[src/rtl/pwm_run_sequencer_if.sv]
// Control/status bundle between the register block and the PWM run sequencer.
// Sequencer side is the slave; the control-register side is the master.
interface pwm_run_sequencer_if #(
  parameter int N_CARR = 8
);
  logic              start;
  logic              stop;
  logic              fault;
  logic              fault_clr;
  logic [N_CARR-1:0] ch_enable;
  logic [N_CARR-1:0] maskevent;
  logic [15:0]       stop_timeout;
  logic [N_CARR-1:0] pwm_onoff;
  logic [1:0]        run_state;
  logic              busy;
  logic              done_pulse;
  logic              timeout_flag;
  logic              fault_latched;

  modport master (
    output start, stop, fault, fault_clr, ch_enable, maskevent, stop_timeout,
    input  pwm_onoff, run_state, busy, done_pulse, timeout_flag, fault_latched
  );

  modport slave (
    input  start, stop, fault, fault_clr, ch_enable, maskevent, stop_timeout,
    output pwm_onoff, run_state, busy, done_pulse, timeout_flag, fault_latched
  );
endinterface

[src/rtl/pwm_run_sequencer.sv]
// Run/stop sequencer driving per-carrier pwm_onoff; start turns all enabled carriers on together.
// All outputs registered, fault latency 1; no backpressure, stop waits on per-channel mask events.
module pwm_run_sequencer #(
  parameter int N_CARR     = 8,
  parameter int ARM_CYCLES = 4
) (
  input  logic                 clk,
  input  logic                 reset,
  pwm_run_sequencer_if.slave   bus
);

  localparam int AW = (ARM_CYCLES > 1) ? $clog2(ARM_CYCLES) : 1;
  localparam logic [AW-1:0] ARM_LOAD = AW'(ARM_CYCLES - 1);

  typedef enum logic [1:0] {
    S_IDLE = 2'd0,
    S_ARM  = 2'd1,
    S_RUN  = 2'd2,
    S_STOP = 2'd3
  } state_t;

  state_t            r_state,   w_state;
  logic [N_CARR-1:0] r_en_q,    w_en_q;
  logic [N_CARR-1:0] r_pending, w_pending;
  logic [N_CARR-1:0] r_pwm,     w_pwm;
  logic [AW-1:0]     r_arm_cnt, w_arm_cnt;
  logic [15:0]       r_to_cnt,  w_to_cnt;
  logic              r_done,    w_done;
  logic              r_tflag,   w_tflag;
  logic              r_flat,    w_flat;
  logic [N_CARR-1:0] w_pend_left;

  always_comb begin
    w_state     = r_state;
    w_en_q      = r_en_q;
    w_pending   = r_pending;
    w_pwm       = r_pwm;
    w_arm_cnt   = r_arm_cnt;
    w_to_cnt    = r_to_cnt;
    w_done      = 1'b0;
    w_tflag     = r_tflag;
    w_flat      = r_flat;
    w_pend_left = r_pending & ~bus.maskevent;

    if (bus.fault_clr && !bus.fault) begin
      w_flat = 1'b0;
    end

    if (bus.fault) begin
      w_state   = S_IDLE;
      w_pwm     = '0;
      w_pending = '0;
      w_arm_cnt = '0;
      w_to_cnt  = '0;
      w_flat    = 1'b1;
    end else begin
      unique case (r_state)
        S_IDLE: begin
          if (bus.start && (|bus.ch_enable) && !r_flat) begin
            w_en_q    = bus.ch_enable;
            w_arm_cnt = ARM_LOAD;
            w_tflag   = 1'b0;
            w_state   = S_ARM;
          end
        end
        S_ARM: begin
          if (bus.stop) begin
            w_state   = S_IDLE;
            w_arm_cnt = '0;
            w_done    = 1'b1;
          end else if (r_arm_cnt == '0) begin
            w_pwm   = r_en_q;
            w_state = S_RUN;
          end else begin
            w_arm_cnt = r_arm_cnt - AW'(1);
          end
        end
        S_RUN: begin
          if (bus.stop) begin
            w_pending = r_pwm;
            w_to_cnt  = bus.stop_timeout;
            w_state   = S_STOP;
          end
        end
        S_STOP: begin
          w_pending = w_pend_left;
          w_pwm     = r_pwm & ~(r_pending & bus.maskevent);
          if (r_to_cnt != 16'd0) begin
            w_to_cnt = r_to_cnt - 16'd1;
          end
          // A last mask event coinciding with expiry is treated as graceful.
          if (w_pend_left == '0) begin
            w_state  = S_IDLE;
            w_to_cnt = '0;
            w_done   = 1'b1;
          end else if (r_to_cnt == 16'd1) begin
            w_pwm     = '0;
            w_pending = '0;
            w_tflag   = 1'b1;
            w_state   = S_IDLE;
            w_done    = 1'b1;
          end
        end
        default: w_state = S_IDLE;
      endcase
    end
  end

  always_ff @(posedge clk) begin
    if (!reset) begin
      r_state   <= S_IDLE;
      r_en_q    <= '0;
      r_pending <= '0;
      r_pwm     <= '0;
      r_arm_cnt <= '0;
      r_to_cnt  <= '0;
      r_done    <= 1'b0;
      r_tflag   <= 1'b0;
      r_flat    <= 1'b0;
    end else begin
      r_state   <= w_state;
      r_en_q    <= w_en_q;
      r_pending <= w_pending;
      r_pwm     <= w_pwm;
      r_arm_cnt <= w_arm_cnt;
      r_to_cnt  <= w_to_cnt;
      r_done    <= w_done;
      r_tflag   <= w_tflag;
      r_flat    <= w_flat;
    end
  end

  assign bus.pwm_onoff     = r_pwm;
  assign bus.run_state     = r_state;
  assign bus.busy          = (r_state != S_IDLE);
  assign bus.done_pulse    = r_done;
  assign bus.timeout_flag  = r_tflag;
  assign bus.fault_latched = r_flat;

endmodule

[src/flat_wrapper.sv]
// flat-port wrapper written by rule: the top's interface ports become plain ports
module pwm_run_sequencer_flat 
#(
  parameter int N_CARR     = 8,
  parameter int ARM_CYCLES = 4
)
  (clk, reset, bus_start, bus_stop, bus_fault, bus_fault_clr, bus_ch_enable, bus_maskevent, bus_stop_timeout, bus_pwm_onoff, bus_run_state, bus_busy, bus_done_pulse, bus_timeout_flag, bus_fault_latched);
  pwm_run_sequencer_if #(.N_CARR(N_CARR)) bus_i ();
  input  logic clk;
  input  logic reset;
  input wire logic [$bits(bus_i.start)-1:0] bus_start;
  input wire logic [$bits(bus_i.stop)-1:0] bus_stop;
  input wire logic [$bits(bus_i.fault)-1:0] bus_fault;
  input wire logic [$bits(bus_i.fault_clr)-1:0] bus_fault_clr;
  input wire logic [$bits(bus_i.ch_enable)-1:0] bus_ch_enable;
  input wire logic [$bits(bus_i.maskevent)-1:0] bus_maskevent;
  input wire logic [$bits(bus_i.stop_timeout)-1:0] bus_stop_timeout;
  output wire logic [$bits(bus_i.pwm_onoff)-1:0] bus_pwm_onoff;
  output wire logic [$bits(bus_i.run_state)-1:0] bus_run_state;
  output wire logic [$bits(bus_i.busy)-1:0] bus_busy;
  output wire logic [$bits(bus_i.done_pulse)-1:0] bus_done_pulse;
  output wire logic [$bits(bus_i.timeout_flag)-1:0] bus_timeout_flag;
  output wire logic [$bits(bus_i.fault_latched)-1:0] bus_fault_latched;
  assign bus_i.start = bus_start;
  assign bus_i.stop = bus_stop;
  assign bus_i.fault = bus_fault;
  assign bus_i.fault_clr = bus_fault_clr;
  assign bus_i.ch_enable = bus_ch_enable;
  assign bus_i.maskevent = bus_maskevent;
  assign bus_i.stop_timeout = bus_stop_timeout;
  assign bus_pwm_onoff = bus_i.pwm_onoff;
  assign bus_run_state = bus_i.run_state;
  assign bus_busy = bus_i.busy;
  assign bus_done_pulse = bus_i.done_pulse;
  assign bus_timeout_flag = bus_i.timeout_flag;
  assign bus_fault_latched = bus_i.fault_latched;
  pwm_run_sequencer #(.N_CARR(N_CARR), .ARM_CYCLES(ARM_CYCLES)) u_core (.clk(clk), .reset(reset), .bus(bus_i));
endmodule
[config.mk]
export PLATFORM = sky130hd
export DESIGN_NAME = pwm_run_sequencer_flat
export DESIGN_NICKNAME = d
export VERILOG_FILES = /design/src/rtl/pwm_run_sequencer_if.sv /design/src/rtl/pwm_run_sequencer.sv /design/src/flat_wrapper.sv
export SDC_FILE = /design/constraint.sdc
export NUM_CORES = 1
export LEC_CHECK = 0
export BUFFER_PORTS_ARGS = -buffer_cell sky130_fd_sc_hd__buf_2
export CAP_MARGIN = 20
export CORE_MARGIN = 2
export CORE_UTILIZATION = 40
export CTS_CLUSTER_SIZE = 12
export DETAILED_ROUTE_END_ITERATION = 7
export PLACE_DENSITY = 0.66
export SETUP_SLACK_MARGIN = 0.15
export SLEW_MARGIN = 0
export SYNTH_ARGS = -nofsm -noshare
export SYNTH_HDL_FRONTEND = slang
export SYNTH_SLANG_ARGS = --single-unit
[constraint.sdc]
create_clock -name clk -period 3.4 [get_ports clk]
set_input_delay 0.17 -clock clk [delete_from_list [all_inputs] [get_ports clk]]
set_output_delay 0.17 -clock clk [all_outputs]
set_load 0.1 [all_outputs]
# [Word-level counts from Yosys, hierarchy flattened]
# Index checks and enable logic that the tools add are counted.
[totals] ff_bits=47 inputBits=38 elab_cells=90
[classes] n_addsub=2 n_eq_ne=14 muxes=34 bitwise_logic=7 reduce_logical=24
[ops] cell="8-bit two-way mux" count=7
[ops] cell="16-bit two-way mux" count=3
[ops] cell="16-bit one-hot mux with 2 select lines" count=1
[ops] cell="8-bit one-hot mux with 2 select lines" count=2
[ops] cell="8-bit AND" count=3
[ops] cell="2-bit two-way mux" count=9
[ops] cell="16-bit by 1-bit equality test with 1-bit output, second input constant" count=1
[ops] cell="8-bit NOT" count=2
[ops] cell="16-bit nonzero test" count=1
[ops] cell="16-bit by 1-bit subtractor with 16-bit output, second input constant" count=1
[ops] cell="3-bit AND reduction" count=4
[ops] cell="2-bit nonzero test" count=6
[ops] cell="8-bit logical NOT" count=1
[ops] cell="1-bit two-way mux" count=8
[ops] cell="2-bit one-hot mux with 4 select lines" count=1
[ops] cell="8-bit OR reduction" count=1
[ops] cell="2-bit by 1-bit != test with 1-bit output, second input constant" count=3
[ops] cell="2-bit != test, second input constant" count=3
[ops] cell="3-bit by 1-bit != test with 1-bit output, second input constant" count=2
[ops] cell="5-bit AND reduction" count=1
[ops] cell="2-bit equality test, second input constant" count=2
[ops] cell="2-bit logical NOT" count=2
[ops] cell="1-bit one-hot mux with 2 select lines" count=2
[ops] cell="2-bit one-hot mux with 2 select lines" count=1
[ops] cell="10 further kinds" count=14

# [Logic depth before layout (Yosys ltp)]
# Gate-level depths: netlist of the first run.
[depth] depth_word=6 depth_mapped=8 depth_no_buf=7

# [Least setup slack after synthesis of the first run]
# Ideal clock, no wire load.
[synth_timing] kind="reg2reg" from="register u_core.r_state[0], in the netlist u_core.bus.run_state[0]" to="register u_core.r_en_q[0]" setup_time_ns=0.116 t_arrival_ns=2.632 path_slack_ns=0.651 stages_incl_launch_ff=7 path_buffers=0 path_cell_list="dfxtp_1 > inv_1 > ha_1 > inv_1 > nor3_2 > mux2i_1 > nor2b_1"
[synth_between] elab_chain_cells=2
[synth_lines] item="start: declaration" line_no="pwm_run_sequencer.sv:22" source="state_t r_state, w_state;"
[synth_lines] item="start signal: assignment" line_no="pwm_run_sequencer.sv:121" source="r_state <= w_state;"
[synth_lines] item="2-bit logical NOT" line_no="pwm_run_sequencer.sv:57" source="unique case (r_state)"
[synth_lines] item="3-bit AND reduction (no line)"
[synth_lines] item="end signal: assignment" line_no="pwm_run_sequencer.sv:122" source="r_en_q <= w_en_q;"
[synth_lines] item="end: declaration" line_no="pwm_run_sequencer.sv:23" source="logic [N_CARR-1:0] r_en_q, w_en_q;"
# Every way passes these cells.
# A chain may end at the register's enable or synchronous reset.

# [Final worst setup path of the first run]
[layout_timing] from="register u_core.r_to_cnt[4]" to="register u_core.r_tflag, in the netlist u_core.bus.timeout_flag"
[layout_between] elab_chain_cells=3
[layout_lines] item="start: declaration" line_no="pwm_run_sequencer.sv:27" source="logic [15:0] r_to_cnt, w_to_cnt;"
[layout_lines] item="start signal: assignment" line_no="pwm_run_sequencer.sv:126" source="r_to_cnt <= w_to_cnt;"
[layout_lines] item="16-bit by 1-bit equality test with 1-bit output" line_no="pwm_run_sequencer.sv:96" source="end else if (r_to_cnt == 16'd1) begin"
[layout_lines] item="2-bit by 1-bit != test with 1-bit output (no line)"
[layout_lines] item="5-bit AND reduction (no line)"
[layout_lines] item="end signal: assignment" line_no="pwm_run_sequencer.sv:128" source="r_tflag <= w_tflag;"
[layout_lines] item="end: declaration" line_no="pwm_run_sequencer.sv:29" source="logic r_tflag, w_tflag;"
# Every way passes these cells.

==> results_dict.tcl, run 1 <==
set metrics [dict create \
    period_share_pct 72.2 \
    antenna_found_initial 0 \
    grt_pass1_wl_um 13200 \
    synth_mux_area_share_pct 3.86 \
    dieWidth_um 88.9 \
    cap_violations 0 \
    synthArstFlopShare_pct 0 \
    hold_violations 0 \
    drive_gt1_share_pct 22.3 \
    grt_start_max_net_pins 22 \
    numPortBuffers 51 \
    die_h_um 88.9 \
    route.met2.wl_um 3650 \
    clkSlewWorstSetupHoldPaths_ns 0.09 \
    postCtsHoldBufs 0 \
    clk_latency_ns 0.30 \
    worst_pin_slew_ns 0.949 \
    critPathMaxStageDelay_ns 0.76 \
    ir_worst_vdd_mv 0.262 \
    vias 2791 \
    placed_area_um2 3160 \
    synth-xor-area-share_pct 0 \
    finalClockSkew_ns 0.00697 \
    cts-resized-gates 0 \
    ys_seq_area_share_pct 32.6 \
    leakage_nw 1.20 \
    finalSetupViolCount 0 \
    track_usage_pct 21.2 \
    synth_cell_type_count 66 \
    status "completed" \
    synth_compound_area_share_pct 29.0 \
    relSlewSlack_pct 36.6 \
    cp-start-kind "register" \
    drt-initial-drc-count 216 \
    wirelength_um 8030 \
    synth-adder-area-share_pct 3.04 \
    reg2reg_slack_ns 0.95 \
    die-area_um2 7900 \
    rsz0062_at_grt "no" \
    grt_pass1_vias 2614 \
    critPathTopFamily "simple AND/OR/NAND/NOR gates" \
    tritoncts "yes" \
    wl_met3_um 632 \
    synth_fp_nets 379 \
    syn_avg_cell_area_um2 8.63 \
    cts_root_buffer "clkbuf_8" \
    drt_first_pass_iters 5 \
    worstPathCellList "or4_1 -> nor4_4 -> o21ai_2 -> a2111oi_0 -> o211a_1" \
    synthFlopType "dfxtp_1" \
    ys.warnings.count 0 \
    syn-cell-area_um2 2880 \
    final.min_clock_period_ns 2.45 \
    drc 0 \
    fmax_mhz 408 \
    syn_inst 334 \
    pre_cts_ws_ns 0.991 \
    tns_ns 0 \
    met1_length_um 3600 \
    synth_top_family_by_area "compound AO/OA/AOI/OAI gates" \
    num_rows 30 \
    cts_buffer_depth 2 \
    cts_num_sinks 47 \
    nets 420 \
    h-tree-depth 2 \
    viasPerCell 5.91 \
    synth_simple_gate_area_share_pct 24.5 \
    worst_path_max_delay_cell "or4_1" \
    final_core_util_pct 47.9 \
    setup_slack_ns 0.947 \
    maxSlewViolCount 0 \
    antenna_cells 0 \
    area_growth_pct 14.1 \
    cts_buffers 5 \
    postRouteAntennaNets 0 \
    arrival_ns 2.71 \
    core_um2 6870 \
    worst_setup_path_end_kind "register" \
    dp_hpwl_um 5820 \
    fin_area_um2 3290 \
    start_util_pct 42.0 \
    postCtsSetupBuffers 0 \
    crit_required_ns 3.65 \
    path_buf_inv 0 \
    grt_remaining_overflow 0 \
    wl_per_cell_um 17.0 \
    worst-setup-path-type "register to register" \
    highest_layer "met4" \
    hold_path_class "input port to register" \
    cellPowerDensity_nw_per_um2 359 \
    worst-path-max-fanout 12 \
    ys_ff_latch 47 \
    io_pins 52 \
    synth-edff-count 0 \
    gp_routability_congestion 0.911 \
]
## final timing paths
| kind | end | start | cells after the start |
|---|---|---|---|
| worst max-delay path | u_core.bus.timeout_flag | u_core.r_to_cnt[4] | 5 |
| worst max register to register | u_core.bus.timeout_flag | u_core.r_to_cnt[4] | 5 |
| worst min register to register | u_core.r_pending[0] | u_core.r_pending[0] | 2 |
| worst min-delay path | u_core.r_en_q[6] | bus_ch_enable[6] | 3 |
## per-stage QoR
| stage | hold slack, ns | total power [mW] | cells |
|---|---|---|---|
| finish | 0.137 | 1.18 | 472 |
| global route | 0.143 | 1.23 | 472 |
| CTS | 0.130 | 1.20 | 472 |
| detailed placement | 0.456 | 0.701 | 464 |
| global placement | 0.443 | 0.700 | 464 |
| floorplan | 0.294 | 0.662 | 334 |
## cell families (layout without fill, tap and decap cells)
logic type / count (synthesis) / after routing
compound gates: 114 / 114
fa+ha+maj: 7 / 7
buf+inv: 38 / 80
flops: 47 / 47
mux: 11 / 11
simple gates: 117 / 117
## worst min-delay path, stage by stage
cell and delay, ns:
buf_2 0.09, mux2i_1 0.06, nor2b_1 0.09
## report_power, final
| group | total (mW) | internal [mW] | switching, mW | leakage, nW |
|---|---|---|---|---|
| clock network | 0.493 | 0.293 | 0.200 | 0.0644 |
| logic | 0.125 | 0.0463 | 0.0789 | 0.757 |
| registers | 0.564 | 0.559 | 0.00565 | 0.380 |
| total | 1.18 | 0.898 | 0.284 | 1.20 |
## cell usage after synthesis (3+ instances only)
master / n / area [um2]
dfxtp_1: 47 / 941
a21oi_1: 24 / 120
nor2b_1: 23 / 144
nand2_1: 19 / 71.3
inv_1: 16 / 60.1
nor2_1: 16 / 60.1
a22oi_1: 15 / 113
o21ai_0: 13 / 65.1
nand3_1: 12 / 60.1
mux2i_1: 10 / 100
clkbuf_1: 9 / 33.8
nand4_1: 9 / 56.3
nor4_1: 9 / 56.3
ha_1: 7 / 87.6
o22ai_1: 7 / 43.8
a32o_1: 6 / 60.1
a221oi_1: 5 / 43.8
nor3_1: 5 / 25.0
or4_1: 5 / 37.5
o21a_1: 4 / 30.0
o41ai_1: 4 / 35.0
a2111oi_0: 3 / 26.3
a211oi_1: 3 / 22.5
a22o_1: 3 / 26.3
a2bb2oi_1: 3 / 26.3
buf_1: 3 / 11.3
buf_6: 3 / 33.8
clkbuf_4: 3 / 22.5
## layout make-up
class	instances	area (um2)
sequential	47	941
inverter	16	60.1
tap	96	120
multi-input combinational	249	1740
clock inverter	3	67.6
timing repair buffer	56	293
clock buffer	5	68.8
fill	669	3580
## placed cells by master (no fill, tap or decap), types with 6 or more instances in the layout
master	count
o22ai_1	7
nand4_1	9
nor4_1	9
dfxtp_1	47
o21ai_0	13
mux2i_1	10
a21oi_1	24
buf_2	51
nor2_1	16
a32o_1	6
nand3_1	12
nor2b_1	23
nand2_1	19
a22oi_1	15
inv_1	16
ha_1	7
## layer usage
metal	vias to the layer above	GRT usage (%)
met2	144	32.3
met4	0	7.16
met3	15	3.79
met1	1273	30.2
li1	1359	-
met5	-	0
## sequential cells by signal (all words and copies together) (netlist names), named ones only
signal	count
u_core.bus.done_pulse	1
u_core.bus.fault_latched	1
u_core.bus.pwm_onoff	8
u_core.bus.run_state	1
u_core.bus.timeout_flag	1
u_core.r_arm_cnt	2
u_core.r_en_q	8
u_core.r_pending	8
u_core.r_to_cnt	16
(Power assumes the default switching activity.)
==> run 2, diff against run 1 <==
- clock period: 3.4 -> 2.4 ns (I/O delays scaled with it)
==> results_dict.tcl, run 2 (synthesis gave the netlist of run 1 again) <==
set metrics [dict create \
    final_cell_mix "buf_2, dfxtp_1, a21oi_1" \
    cts_root_buffer "clkbuf_8" \
    r2r_end "u_core.r_to_cnt[3]" \
    wl_per_cell_um 17.4 \
    period_share_pct 94.3 \
    finalClockSkew_ns 0.00928 \
    drc 0 \
    wirelength_um 8530 \
    clkSlewWorstSetupHoldPaths_ns 0.10 \
    worst_setup_path_end_kind "register" \
    drt_first_pass_iters 5 \
    layout.cells.non_filler 491 \
    start_util_pct 42.0 \
    worstPathCellList "or4_4 -> buf_4 -> nor4_4 -> buf_4 -> nor2_1 -> a22o_1 -> a32o_1" \
    p_switching_mw 0.429 \
    h-tree-depth 2 \
    dp_hpwl_um 6130 \
    viasPerCell 5.99 \
    dieWidth_um 88.9 \
    worst-setup-path-type "register to register" \
    critPathMaxStageDelay_ns 0.64 \
    vias 2942 \
    antenna_found_initial 0 \
    clk_latency_ns 0.31 \
    grt_pass1_wl_um 13500 \
    cellPowerDensity_nw_per_um2 461 \
    grt_remaining_overflow 0 \
    ir_worst_vdd_mv 0.277 \
    top_register "u_core.r_to_cnt" \
    maxSlewViolCount 0 \
    cp-start-kind "register" \
    crit_path_end "u_core.r_to_cnt[3]" \
    final_core_util_pct 50.7 \
    reg2reg_slack_ns 0.14 \
    drive_gt1_share_pct 28.1 \
    tns_ns 0 \
    final.min_clock_period_ns 2.26 \
    hold_violations 0 \
    finalSetupViolCount 0 \
    nets 439 \
    die_h_um 88.9 \
    holdWs_ns 0.0904 \
    p_seq_share_pct 49.6 \
    num_rows 30 \
    largest_reg_flops 16 \
    worst_pin_slew_ns 0.554 \
    grt_pass1_vias 2809 \
    final_common_cell "buf_2" \
    p_clk_share_pct 38.6 \
    crit_required_ns 2.61 \
    p_int_mw 1.18 \
    numPortBuffers 51 \
    p_sw_share_pct 26.7 \
    worst-path-max-fanout 7 \
    fmax_mhz 442 \
    rsz0062_at_grt "yes" \
    cap_violations 0 \
    status "completed" \
    relSlewSlack_pct 62.8 \
    crit_start "u_core.r_to_cnt[9]" \
    gp_routability_congestion 0.985 \
    drt-initial-drc-count 194 \
    cts_num_sinks 47 \
    placed_area_um2 3270 \
    cts_buffer_depth 2 \
    crit_top_cell "buf_4" \
    arrival_ns 2.48 \
    postCtsHoldBufs 0 \
    worst_path_max_delay_cell "or4_4" \
    leakage_nw 1.29 \
    setup_slack_ns 0.138 \
    area_growth_pct 20.7 \
    postRouteAntennaNets 0 \
    hold_path_class "input port to register" \
    track_usage_pct 21.9 \
    core_um2 6870 \
    cts_buffers 5 \
    die-area_um2 7900 \
    pre_cts_ws_ns 0.0775 \
    placed_cells 476 \
    power_mw 1.61 \
    antenna_cells 0 \
    reg2reg_depth 7 \
    fin_area_um2 3480 \
    tritoncts "yes" \
    grt_start_max_net_pins 34 \
    regToRegStartpoint "u_core.r_to_cnt[9]" \
    io_pins 52 \
    pwr-share-comb_pct 11.7 \
]
## run 2: per-layer routing
| layer | global-route usage (%) | routed length [um] | vias to the layer above |
|---|---|---|---|
| li1 | - | - | 1403 |
| met1 | 28.1 | 3740 | 1371 |
| met2 | 34.4 | 3900 | 140 |
| met3 | 4.99 | 652 | 28 |
| met4 | 11.6 | 238 | 0 |
| met5 | 0 | 0 | - |
## run 2: worst min-delay path by stage
stage / startpoint / to / slack, ns / cells after the start
6_report: bus_ch_enable[0] / u_core.r_en_q[0] / 0.09 / 3
5_1_grt: bus_ch_enable[6] / u_core.r_en_q[6] / 0.09 / 3
4_1_cts: bus_ch_enable[6] / u_core.r_en_q[6] / 0.08 / 3
3_5_place_dp: bus_ch_enable[6] / u_core.r_en_q[6] / 0.40 / 3
3_3_place_gp: bus_ch_enable[5] / u_core.r_en_q[5] / 0.39 / 3
2_1_floorplan: bus_fault / u_core.bus.fault_latched / 0.24 / 1
## run 2: critical path, delay by kind of cell, from the launching register on
kind                   cells  cell delay [ns]
DFF                        1             0.37
AOI/OAI and AO/OA          2             0.42
and+or+nand+nor            3             1.02
buffers and inverters      2             0.36
## run 2: cell type report
class                           count  area (um2)
Clock buffer                        5        68.8
Clock inverter                      3        47.5
Fill cell                         657        3390
Inverter                           16        60.1
Multi-Input combinational cell    249        1790
Sequential cell                    47         948
Tap cell                           96         120
Timing Repair Buffer               75         448
## run 2: power by group through the flow
stage | registers (mW) | logic (mW) | clock network [mW]
after floorplan | 0.842 | 0.0956 | 0
after global placement | 0.815 | 0.181 | 0
after detailed placement | 0.816 | 0.183 | 0
after CTS | 0.798 | 0.184 | 0.632
after global routing | 0.800 | 0.205 | 0.661
final | 0.797 | 0.188 | 0.621
## run 2: repair_timing
action / in CTS / in global routing
pin swaps: 2 / 2
cloned: 0 / 0
buffers inserted: 0 / 7
endpoints found under the setup margin: 5 / 16
resized for setup: 2 / 10
==> run 3, diff against run 2 <==
- ABC_AREA: unset -> 1
- PLACE_DENSITY: 0.66 -> 0.67
==> results_dict.tcl, run 3 <==
set metrics [dict create \
    status "completed" \
    regToRegStartpoint "u_core.r_to_cnt[0]" \
    relSlewSlack_pct 64.4 \
    ys_ff_latch 47 \
    core_um2 6790 \
    antenna_cells 0 \
    drive_gt1_share_pct 16.1 \
    cp-start-kind "register" \
    drc 0 \
    cts-resized-gates 0 \
    drt_first_pass_iters 6 \
    finalClockSkew_ns 0.0126 \
    p_sw_share_pct 28.3 \
    synth-xor-area-share_pct 2.17 \
    tns_ns 0 \
    holdPathStages 4 \
    p_clk_share_pct 37.0 \
    pre_cts_ws_ns 0.644 \
    synth-edff-count 0 \
    final_cell_mix "nand2_1, nor2_1, buf_2" \
    leakage_nw 1.56 \
    hold_start "bus_fault_clr" \
    ys_seq_area_share_pct 33.3 \
    cellPowerDensity_nw_per_um2 506 \
    placed_area_um2 3160 \
    cts_num_sinks 47 \
    tritoncts "yes" \
    clk_latency_ns 0.31 \
    r2r_end "u_core.r_to_cnt[11]" \
    cts_buffers 5 \
    power_mw 1.66 \
    maxSlewViolCount 0 \
    dieWidth_um 88.0 \
    yosysTopAreaCell "dfxtp_1" \
    die-area_um2 7740 \
    reg2reg_slack_ns 0.63 \
    grt_remaining_overflow 0 \
    wirelength_um 6810 \
    final.min_clock_period_ns 1.77 \
    track_usage_pct 18.4 \
    p_switching_mw 0.469 \
    worst-path-max-fanout 27 \
    grt_pass1_vias 2580 \
    numPortBuffers 51 \
    setup_slack_ns 0.629 \
    period_share_pct 73.8 \
    arrival_ns 1.98 \
    multi_input_area_um2 1630 \
    cts_root_buffer "clkbuf_8" \
    p_int_mw 1.19 \
    synth_mux_area_share_pct 0 \
    fillers 723 \
    vias 2924 \
    worst_setup_path_end_kind "register" \
    cap_violations 0 \
    synth_simple_gate_area_share_pct 40.3 \
    syn_inst 455 \
    fmax_mhz 565 \
    min_to "u_core.bus.fault_latched" \
    hold_path_class "input port to register" \
    clkSlewWorstSetupHoldPaths_ns 0.10 \
    synth-adder-area-share_pct 3.10 \
    synth_top_family_by_area "simple AND/OR/NAND/NOR gates" \
    area_growth_pct 15.9 \
    worst-setup-path-type "register to register" \
    yosysTopAreaCellShare_pct 33.3 \
    ir_worst_vdd_mv 0.310 \
    postCtsHoldBufs 0 \
    h-tree-depth 2 \
    synth_cell_type_count 27 \
    worst_pin_slew_ns 0.530 \
    fin_area_um2 3270 \
    p_seq_share_pct 48.7 \
    viasPerCell 4.87 \
    io_pins 52 \
    synth_fp_nets 500 \
    final_common_cell "nand2_1" \
    placed_cells 592 \
    reg2reg_depth 9 \
    post-synth-top-count-cell "nand2_1" \
    grt_pass1_wl_um 11500 \
    holdWs_ns 0.0694 \
    gp_routability_congestion 0.899 \
    layout.cells.non_filler 600 \
    nets 548 \
    dp_hpwl_um 5020 \
    synthTopCellsByCount "nand2_1, nor2_1, dfxtp_1, inv_1, nand3_1" \
    rsz0062_at_grt "no" \
    drt-initial-drc-count 150 \
    wl_per_cell_um 11.3 \
    grt_start_max_net_pins 30 \
    top_register "u_core.r_to_cnt" \
    cts_buffer_depth 2 \
    num_rows 30 \
    syn_avg_cell_area_um2 6.20 \
    synth_compound_area_share_pct 12.1 \
    synthTopCellsByArea "dfxtp_1, nand2_1, nor2_1" \
    synthFlopType "dfxtp_1" \
    ys.warnings.count 0 \
    antenna_found_initial 0 \
    hold_violations 0 \
    die_h_um 88.0 \
    finalSetupViolCount 0 \
    synthArstFlopShare_pct 0 \
    start_util_pct 41.5 \
    crit_required_ns 2.61 \
    postCtsSetupBuffers 0 \
    postRouteAntennaNets 0 \
    largest_reg_flops 16 \
    pwr-share-comb_pct 14.3 \
    final_core_util_pct 48.2 \
    seqCellArea_um2 943 \
    syn-cell-area_um2 2820 \
]
## run 3: power by group through the flow
stage | registers, mW | logic, mW | clock network (mW)
finish | 0.807 | 0.237 | 0.612
global route | 0.810 | 0.267 | 0.662
CTS | 0.807 | 0.238 | 0.638
detailed placement | 0.825 | 0.237 | 0
global placement | 0.825 | 0.236 | 0
floorplan | 0.855 | 0.139 | 0
## run 3: worst max path at each step
| stage | from | to | slack [ns] | cells past startpoint |
|---|---|---|---|---|
| finish | u_core.r_to_cnt[0] | u_core.r_to_cnt[11] | 0.63 | 9 |
| global route | register | u_core.bus.pwm_onoff[4] | 0.40 | 9 |
| CTS | u_core.r_to_cnt[0] | u_core.r_to_cnt[11] | 0.63 | 9 |
| detailed placement | u_core.r_to_cnt[0] | u_core.r_to_cnt[11] | 0.64 | 9 |
| global placement | register | u_core.r_en_q[1] | 0.68 | 7 |
| floorplan | register | u_core.r_en_q[0] | 0.15 | 7 |
## run 3: final cells by class
| type | instances | area share [%] |
|---|---|---|
| Clock inverter | 3 | 1.45 |
| Sequential cell | 47 | 28.8 |
| Tap cell | 96 | 3.67 |
| Timing Repair Buffer | 55 | 8.72 |
| Clock buffer | 5 | 2.10 |
| Inverter | 46 | 5.39 |
| Multi-Input combinational cell | 348 | 49.8 |
## run 3: cells by family after synthesis
family                   count (synthesis)
XOR/XNOR                                 7
adder cells (fa/ha/maj)                  7
AND/OR/NAND/NOR                        270
flip-flops                              47
AO/OA/AOI/OAI                           64
buffers and inverters                   60
## run 3: worst max-delay path, stage by stage, from the launching register on
cell and delay [ns]:
dfxtp_1 0.34, inv_1 0.11, ha_1 0.21, nand2_2 0.11
nor2_4 0.21, nand4_4 0.18, nand2_4 0.29, nand2_1 0.10
nand2_1 0.07, nor2_1 0.04
## run 3: metal layers
metal  global-route usage [%]  vias up  wire length [um]
met5                        0        -                 0
met2                     30.1       67              3140
met1                     25.3     1306              3290
met3                     3.20        4               317
li1                         -     1547                 -
met4                     4.62        0                60
